## config.mk

```make
export PLATFORM = sky130hd
export DESIGN_NAME = console_writer
export DESIGN_NICKNAME = d
export VERILOG_FILES = /design/src/rtl/console_writer.sv
export SDC_FILE = /design/constraint.sdc
export NUM_CORES = 1
export LEC_CHECK = 0
export ABC_AREA = 1
export CAP_MARGIN = 10
export CELL_PAD_IN_SITES_DETAIL_PLACEMENT = 0
export CELL_PAD_IN_SITES_GLOBAL_PLACEMENT = 1
export CORE_AREA = 2 2 152 95
export CTS_CLUSTER_SIZE = 25
export DETAILED_ROUTE_END_ITERATION = 7
export DIE_AREA = 0 0 154 97
export HOLD_SLACK_MARGIN = 0.06
export PLACE_DENSITY_LB_ADDON = 0.15
export REMOVE_ABC_BUFFERS = 1
export SYNTH_ARGS = -nofsm -noshare
export SYNTH_HDL_FRONTEND = slang
export SYNTH_SLANG_ARGS = --single-unit
```

## constraint.sdc

```tcl
create_clock -name clk -period 1.8 [get_ports clk]
set_input_delay 0.36 -clock clk [delete_from_list [all_inputs] [get_ports clk]]
set_output_delay 0.36 -clock clk [all_outputs]
set_load 0.05 [all_outputs]
```

## src/rtl/console_writer.sv

```systemverilog
// Terminal-style byte sink feeding the character generator's text buffer.
// Handles glyphs, CR, LF and BS; owns the cursor and hardware scrolling.
//
// Ports:
//   clk, clr_n               clock, async active-low reset
//   in_data/in_valid/in_ready byte stream handshake
//   buffer_waddr/din/wen     char buffer write port
//   buffer_first_char(_wen)  scroll origin load
//   cursor_row/cursor_col    current cursor
//   busy                     clear in progress (~in_ready)
module console_writer #(
  parameter int          ROWS       = 25,
  parameter int          COLS       = 80,
  parameter int          ROW_BITS   = 5,
  parameter int          COL_BITS   = 7,
  parameter int          ADDR_BITS  = 11,
  parameter logic [7:0]  BLANK_CHAR = 8'h20
) (
  input  logic                 clk,
  input  logic                 clr_n,
  input  logic [7:0]           in_data,
  input  logic                 in_valid,
  output logic                 in_ready,
  output logic [ADDR_BITS-1:0] buffer_waddr,
  output logic [7:0]           buffer_din,
  output logic                 buffer_wen,
  output logic [ADDR_BITS-1:0] buffer_first_char,
  output logic                 buffer_first_char_wen,
  output logic [ROW_BITS-1:0]  cursor_row,
  output logic [COL_BITS-1:0]  cursor_col,
  output logic                 busy
);

  localparam int TOTAL = ROWS * COLS;

  localparam logic [ADDR_BITS:0] TOTAL_W =
    (ADDR_BITS+1)'(TOTAL);
  localparam logic [ADDR_BITS:0] COLS_W =
    (ADDR_BITS+1)'(COLS);
  localparam logic [ADDR_BITS-1:0] LAST_ADDR =
    ADDR_BITS'(TOTAL - 1);
  localparam logic [ADDR_BITS-1:0] LAST_CNT =
    ADDR_BITS'(COLS - 1);
  localparam logic [COL_BITS-1:0] LAST_COL =
    COL_BITS'(COLS - 1);
  localparam logic [ROW_BITS-1:0] LAST_ROW =
    ROW_BITS'(ROWS - 1);

  typedef enum logic [1:0] {
    S_INIT_CLEAR,
    S_IDLE,
    S_LINE_CLEAR,
    S_SCROLL
  } state_e;

  state_e               state_q, state_d;
  logic [ADDR_BITS-1:0] fc_q, fc_d;
  logic [ADDR_BITS-1:0] lb_q, lb_d;
  logic [ADDR_BITS-1:0] clr_base_q, clr_base_d;
  logic [ADDR_BITS-1:0] cnt_q, cnt_d;
  logic [ROW_BITS-1:0]  row_q, row_d;
  logic [COL_BITS-1:0]  col_q, col_d;
  logic [ADDR_BITS-1:0] waddr_q, waddr_d;
  logic [7:0]           din_q, din_d;
  logic                 wen_q, wen_d;
  logic                 fcwen_q, fcwen_d;
  logic                 ready_q, ready_d;
  logic                 busy_q, busy_d;

  logic accept;
  logic is_print;
  logic is_cr;
  logic is_lf;
  logic is_bs;
  logic do_nl;

  // Advance one line in the circular buffer.
  function automatic logic [ADDR_BITS-1:0] next_line(
    input logic [ADDR_BITS-1:0] base
  );
    logic [ADDR_BITS:0] s;
    s = {1'b0, base} + COLS_W;
    if (s >= TOTAL_W) s = s - TOTAL_W;
    return s[ADDR_BITS-1:0];
  endfunction

  assign accept   = ready_q && in_valid;
  assign is_print = (in_data >= 8'h20) && (in_data <= 8'h7e);
  assign is_cr    = (in_data == 8'h0d);
  assign is_lf    = (in_data == 8'h0a);
  assign is_bs    = (in_data == 8'h08);

  always_comb begin
    state_d    = state_q;
    fc_d       = fc_q;
    lb_d       = lb_q;
    clr_base_d = clr_base_q;
    cnt_d      = cnt_q;
    row_d      = row_q;
    col_d      = col_q;
    waddr_d    = waddr_q;
    din_d      = din_q;
    wen_d      = 1'b0;
    fcwen_d    = 1'b0;
    ready_d    = 1'b0;
    do_nl      = 1'b0;

    unique case (state_q)
      S_INIT_CLEAR: begin
        wen_d   = 1'b1;
        waddr_d = cnt_q;
        din_d   = BLANK_CHAR;
        if (cnt_q == LAST_ADDR) begin
          cnt_d   = '0;
          state_d = S_IDLE;
        end else begin
          cnt_d = cnt_q + 1'b1;
        end
      end

      S_IDLE: begin
        ready_d = 1'b1;
        if (accept) begin
          unique case (1'b1)
            is_print: begin
              wen_d   = 1'b1;
              waddr_d = lb_q + ADDR_BITS'(col_q);
              din_d   = in_data;
              if (col_q == LAST_COL) begin
                col_d = '0;
                do_nl = 1'b1;
              end else begin
                col_d = col_q + 1'b1;
              end
            end
            is_cr: col_d = '0;
            is_lf: do_nl = 1'b1;
            is_bs: begin
              if (col_q != '0) col_d = col_q - 1'b1;
            end
            default: ;
          endcase

          if (do_nl) begin
            if (row_q == LAST_ROW) begin
              // New bottom line reuses the old top line.
              clr_base_d = fc_q;
              cnt_d      = '0;
              state_d    = S_LINE_CLEAR;
              ready_d    = 1'b0;
            end else begin
              row_d = row_q + 1'b1;
              lb_d  = next_line(lb_q);
            end
          end
        end
      end

      S_LINE_CLEAR: begin
        wen_d   = 1'b1;
        waddr_d = clr_base_q + cnt_q;
        din_d   = BLANK_CHAR;
        if (cnt_q == LAST_CNT) begin
          cnt_d   = '0;
          state_d = S_SCROLL;
        end else begin
          cnt_d = cnt_q + 1'b1;
        end
      end

      S_SCROLL: begin
        fc_d    = next_line(fc_q);
        fcwen_d = 1'b1;
        lb_d    = fc_q;
        ready_d = 1'b1;
        state_d = S_IDLE;
      end

      default: state_d = S_INIT_CLEAR;
    endcase

    busy_d = ~ready_d;
  end

  always_ff @(posedge clk or negedge clr_n) begin
    if (!clr_n) begin
      state_q    <= S_INIT_CLEAR;
      fc_q       <= '0;
      lb_q       <= '0;
      clr_base_q <= '0;
      cnt_q      <= '0;
      row_q      <= '0;
      col_q      <= '0;
      waddr_q    <= '0;
      din_q      <= '0;
      wen_q      <= 1'b0;
      fcwen_q    <= 1'b0;
      ready_q    <= 1'b0;
      busy_q     <= 1'b1;
    end else begin
      state_q    <= state_d;
      fc_q       <= fc_d;
      lb_q       <= lb_d;
      clr_base_q <= clr_base_d;
      cnt_q      <= cnt_d;
      row_q      <= row_d;
      col_q      <= col_d;
      waddr_q    <= waddr_d;
      din_q      <= din_d;
      wen_q      <= wen_d;
      fcwen_q    <= fcwen_d;
      ready_q    <= ready_d;
      busy_q     <= busy_d;
    end
  end

  assign in_ready              = ready_q;
  assign busy                  = busy_q;
  assign buffer_waddr          = waddr_q;
  assign buffer_din            = din_q;
  assign buffer_wen            = wen_q;
  assign buffer_first_char     = fc_q;
  assign buffer_first_char_wen = fcwen_q;
  assign cursor_row            = row_q;
  assign cursor_col            = col_q;

endmodule
```

# Yosys cells after proc, flatten, opt, wreduce, memory -nomap -nowiden
# Index checks and enable logic that the tools add are counted.
dict set report word_totals {
  reg_bits 81
  input_bits 11
  out_inout_bits 46
  word_cells 103
}
dict set report op_classes {
  add_sub_neg 10
  magnitude_cmp 4
  eq_ne 18
  muxes 39
  bitwise 2
  reduce_logical 17
}
# op count
set ops {}
lappend ops {{$mux W11} 12}
lappend ops {{$pmux W11 S3} 2}
lappend ops {{$add A11 B7 Y12 const B} 2}
lappend ops {{$eq A8 B4 Y1 const B} 3}
lappend ops {{$ge A12 B11 Y1 const B} 2}
lappend ops {{$pmux W11 S2} 1}
lappend ops {{$sub A11 B11 Y11 const B} 2}
lappend ops {{$pmux W7 S3} 1}
lappend ops {{$reduce_and A4 Y1} 5}
lappend ops {{$mux W8} 2}
lappend ops {{$pmux W8 S2} 1}
lappend ops {{$mux W7} 2}
lappend ops {{$ne A2 B2 Y1 const B} 7}
lappend ops {{$add A11 B1 Y11 const B} 1}
lappend ops {{$add A11 B11 Y11} 1}
lappend ops {{$add A11 B7 Y11} 1}
lappend ops {{$eq A11 B11 Y1 const B} 1}
lappend ops {{$eq A11 B7 Y1 const B} 1}
lappend ops {{$mux W2} 5}
lappend ops {{$mux W1} 9}
lappend ops {{$ge A8 B6 Y1 const B} 1}
lappend ops {{$le A8 B7 Y1 const B} 1}
lappend ops {{$pmux W2 S4} 1}
lappend ops {{$add A7 B1 Y7 const B} 1}
lappend ops {{other kinds (17)} 25}

# Logic depth before layout (Yosys ltp)
dict set report logic_depth {
  ltp_word 9
  ltp_mapped 15
  depth_no_buf 15
}

# Least setup slack after synthesis
# OpenSTA, ideal clock, no wires.
dict set report synth_path {
  kind {reg-to-reg}
  startpoint {reg fc_q[4] (netlist: buffer_first_char[4])}
  endpoint {reg fc_q[4] (netlist: buffer_first_char[4])}
  setup_ns 0.147
  arrival_time_ns 1.902
  slack_ns -0.249
  path_stages_with_launch 14
  synth_period_minus_slack_ns 2.049
  path_cell_list {dfrtp_1 -> ha_1 -> inv_1 -> nand2_1 -> nand2_1 -> nand2_1 -> nand2_1 -> inv_1 -> nand2_1 -> nor2_1 -> nand2_2 -> nand2_2 -> nor2_2 -> xor2_1}
}
dict set report synth_via {
  elab_chain_cells 3
  elab_cells_between_ends 4
}
# item line
set synth_rtl {}
lappend synth_rtl {{start: declaration} 57} ;# logic [ADDR_BITS-1:0] fc_q, fc_d;
lappend synth_rtl {{start signal: assignment} 188} ;# fc_q <= '0;
lappend synth_rtl {{start signal: assignment} 202} ;# fc_q <= fc_d;
lappend synth_rtl {{$add A11 B7 Y12 *} 82} ;# s = {1'b0, base} + COLS_W;
lappend synth_rtl {{$sub A11 B11 Y11 / $ge A12 B11 Y1 (equally long branches)} 83} ;# if (s >= TOTAL_W) s = s - TOTAL_W;
lappend synth_rtl {{$mux W11 *} 83}
# Every way passes the cells marked *; elsewhere a longest branch is shown, timed or not.
# A chain may end at the register's enable or synchronous reset.

# Worst setup path after layout
dict set report layout_path {
  startpoint {reg lb_q[4]}
  endpoint {reg lb_q[5]}
}
dict set report layout_via {
  elab_chain_cells 7
  elab_cells_between_ends 8
}
# item line
set layout_rtl {}
lappend layout_rtl {{start: declaration} 58} ;# logic [ADDR_BITS-1:0] lb_q, lb_d;
lappend layout_rtl {{start signal: assignment} 203} ;# lb_q <= lb_d;
lappend layout_rtl {{$add A11 B7 Y12 *} 82}
lappend layout_rtl {{$sub A11 B11 Y11 / $ge A12 B11 Y1 (equally long branches)} 83}
lappend layout_rtl {{$mux W11 *} 83}
lappend layout_rtl {{$mux W11 *} 145} ;# if (row_q == LAST_ROW) begin
lappend layout_rtl {{$mux W11 *} 144} ;# if (do_nl) begin
lappend layout_rtl {{$mux W11 *} 123} ;# if (accept) begin
lappend layout_rtl {{$pmux W11 S2 *} 108} ;# unique case (state_q)
# Every way passes the cells marked *; elsewhere a longest branch is shown, timed or not. The select of a mux whose other input is x is not followed.

==> run metrics <==
top cells by count, synth 207 x nand2_1, 68 x dfrtp_1, 63 x inv_1; Worst path most repeated cell nand3_1; vias per inst 4.92; main combinational cell family by area after synthesis simple AND/OR/NAND/NOR gates; hold_ws 0.322 ns; io pins 57; CP endpoint kind flop; Vias 5000; setup ws final -0.0253 ns; PwrDens 494 mW/mm²; Max-Cap Viols 0; cell row count 33; final setup violation count 1; failing checks setup timing; fin util 52.8%; Worst EP required 2.03 ns; Yosys reg bits 69; Mapped Cells 675; Core Box Area 0.0134 mm²; Yosys warnings 0; initial antenna violation count 0; compound-gate portion of the synthesized area 13.1%; Worst Path Max Fanout 3; clock slew at reported path FFs 0.06 ns; Hold Path Class input port to flop; Num CTS Buffers 9; area leader, netlist dfrtp_1; Fin. Hold Viols 0; Crit path arrival time 2.05 ns; period utilization 101%; Highest Clock Rate 548 MHz; worst path cell trace buf_6 > ha_4 > inv_2 > nand2_4 > o21ai_1 > nand3_1 > nor2_4 > nand2_2 > buf_6 > nand3_1 > nand3_1 > nand3_1 > nand2_1; XOR/XNOR share of the synthesized area 4.11%; Hold Path Cell Cnt 3; CTS max path bufs 2; CTS tree built; layout cells sized above 1 35.7%; Crit-path slowest cell dfrtp_1; cell with the most instances after synthesis nand2_1; total wire length 15100 µm; reg2reg setup slack -0.03 ns; CP Launch Type flop; clock sinks 69; Layout Nets 874; Final Skew 0.00881 ns; first-pass GRT wire length 24700 µm; Die Y 97 µm; Yosys cell types 45; type of the worst setup path flop to flop; H-tree depth 3; mux contribution to synthesized area 0%; CP top delay family simple AND/OR/NAND/NOR gates; largest net degree at the start of global routing 33; Iteration-0 DRC Markers 289; Final GP Congestion 0.854; root buf cell clkbuf_16; remaining antenna violation count 0; Worst Min Path Start in_data[3]; Starting Density 36.5%; die area 0.0149 mm²; Place WS -0.329 ns; Layout area overhead 44.6%; syn_area_per_cell 7.26 µm²; simple-gate share of the synthesized area 32.2%; Mapped Area 0.00490 mm²; Die Width 154 µm; DR DRC count 0; DP Area 0.00623 mm²; Filler Cell Count 1304; Async S/R FF share, synth 100%; CP peak stage delay 0.42 ns; Slew Limit Fails 0; dpl hpwl 11500 µm; Seq/Total Area, Yosys 35.2%; Pleak 3.63 nW; worst-skew pair later-pin latency 0.34 ns; adder-cell share of the synthesized area 7.04%; RSZ-0062 raised after global routing yes; GRT Overall Usage 20.6%; reg2reg end lb_q[5]; number of synthesized flops with an enable pin 0; post-route cell area 0.00709 mm²; ys flop type dfrtp_1; hold endpoint buffer_din[3]; Max IR drop VDD 352 µV; Buffers on Ports 52; number of global-route vias before repair 4848; GRT overflow 0; Pre-antenna DRT Iters 4; WL per Instance 14.9 µm; reg2reg start lb_q[4]; R2R cell count 13; total chip power 3.51 mW; Synth area leaders dfrtp_1 35%, nand2_1 16%, ha_1 6.6%, inv_1 4.8%, o21ai_0 4.7%; post-synth top area share 34.7%; Ant. Diodes 0; WP buf/inv 3; min cycle time layout 1.83 ns; status complete, but fails checks
[logic make-up (layout without fill, tap and decap cells)]
family	after synthesis	count (layout)
xor gates and xnor gates	23	23
adders and majority gates	27	27
other	1	5
DFF	69	69
and+or+nand+nor	349	349
buffers and inverters	93	255
AOI/OAI and AO/OA	113	113
[layout by cell type (no fill, tap or decap), drive strengths merged, types with 4 or more instances in the layout]
master / count
xor2: 19
nand4: 16
o22ai: 6
a31oi: 7
dfrtp: 68
a21oi: 25
nor2: 52
conb: 5
nor3: 9
ha: 26
xnor2: 4
nand3: 47
or2: 4
o21ai: 57
clkbuf: 9
inv: 73
o211ai: 4
nand2: 217
o31ai: 7
dlymetal6s2s: 4
buf: 157
[what timing repair did]
| action | CTS | global route |
|---|---|---|
| endpoints found under the setup margin | 23 | 56 |
| pin swaps | 9 | 36 |
| hold buffers | 1 | 0 |
| setup buffers | 6 | 9 |
| endpoints found under the hold margin | 25 | 0 |
| resized for setup | 33 | 108 |
[power breakdown]
group	total (mW)	switching, mW	internal [mW]
clock network	1.84	0.754	1.09
registers	1.55	0	1.55
logic	0.111	0.0734	0.0373
total	3.51	0.828	2.68
[layout make-up]
class	instances	area, µm²	area share, %
timing repair buffer	167	1400	19.7
inverter	72	278	3.92
tap	175	219	3.09
clock buffer	9	225	3.18
multi-input combinational	517	3160	44.6
sequential	69	1730	24.4
clock inverter	7	80.1	1.13
[worst reg2reg max path, stage by stage (launching register included)]
cell and delay, ns:
dfrtp_1 0.42, buf_6 0.14, ha_4 0.17, inv_2 0.07, nand2_4 0.06, o21ai_1 0.08, nand3_1 0.13, nor2_4 0.15
nand2_2 0.09, buf_6 0.12, nand3_1 0.06, nand3_1 0.09, nand3_1 0.10, nand2_1 0.06
[state kept, by name, indices dropped and copies added, names as in the netlist]
| name | cells |
|---|---|
| cursor_col | 7 |
| buffer_first_char | 7 |
| lb_q | 7 |
| busy | 1 |
| cnt_q | 11 |
| buffer_first_char_wen | 1 |
| cursor_row | 5 |
| in_ready | 1 |
| clr_base_q | 7 |
| buffer_din | 8 |
| buffer_waddr | 11 |
| buffer_wen | 1 |
| state_q | 2 |
[worst max path at each step]
stage,slack (ns),cells after the start,startpoint,to
finish,-0.03,13,lb_q[4],lb_q[5]
global route,-0.14,12,lb_q[6],lb_q[5]
CTS,-0.02,7,clr_base_q[4],buffer_waddr[6]
detailed placement,-0.33,12,in_data[4],lb_q[4]
global placement,-0.29,11,in_data[5],cnt_q[8]
floorplan,-0.65,6,state_q[0],buffer_din[1]
[per-layer routing]
layer / vias up / GRT usage [%] / wire length, µm
li1: 2537 / - / -
met1: 2320 / 31.8 / 7960
met2: 133 / 28.8 / 6160
met3: 10 / 4.88 / 856
met4: 0 / 4.67 / 126
met5: - / 0 / 0
[metrics by stage]
| stage | TNS (ns) | cells |
|---|---|---|
| global route | -0.791 | 1016 |
| detailed placement | -13.37 | 984 |
| finish | -0.0253 | 1016 |
| CTS | -0.0240 | 1007 |
| floorplan | -12.70 | 658 |
| global placement | -11.78 | 984 |
(Power assumes the default switching activity.)
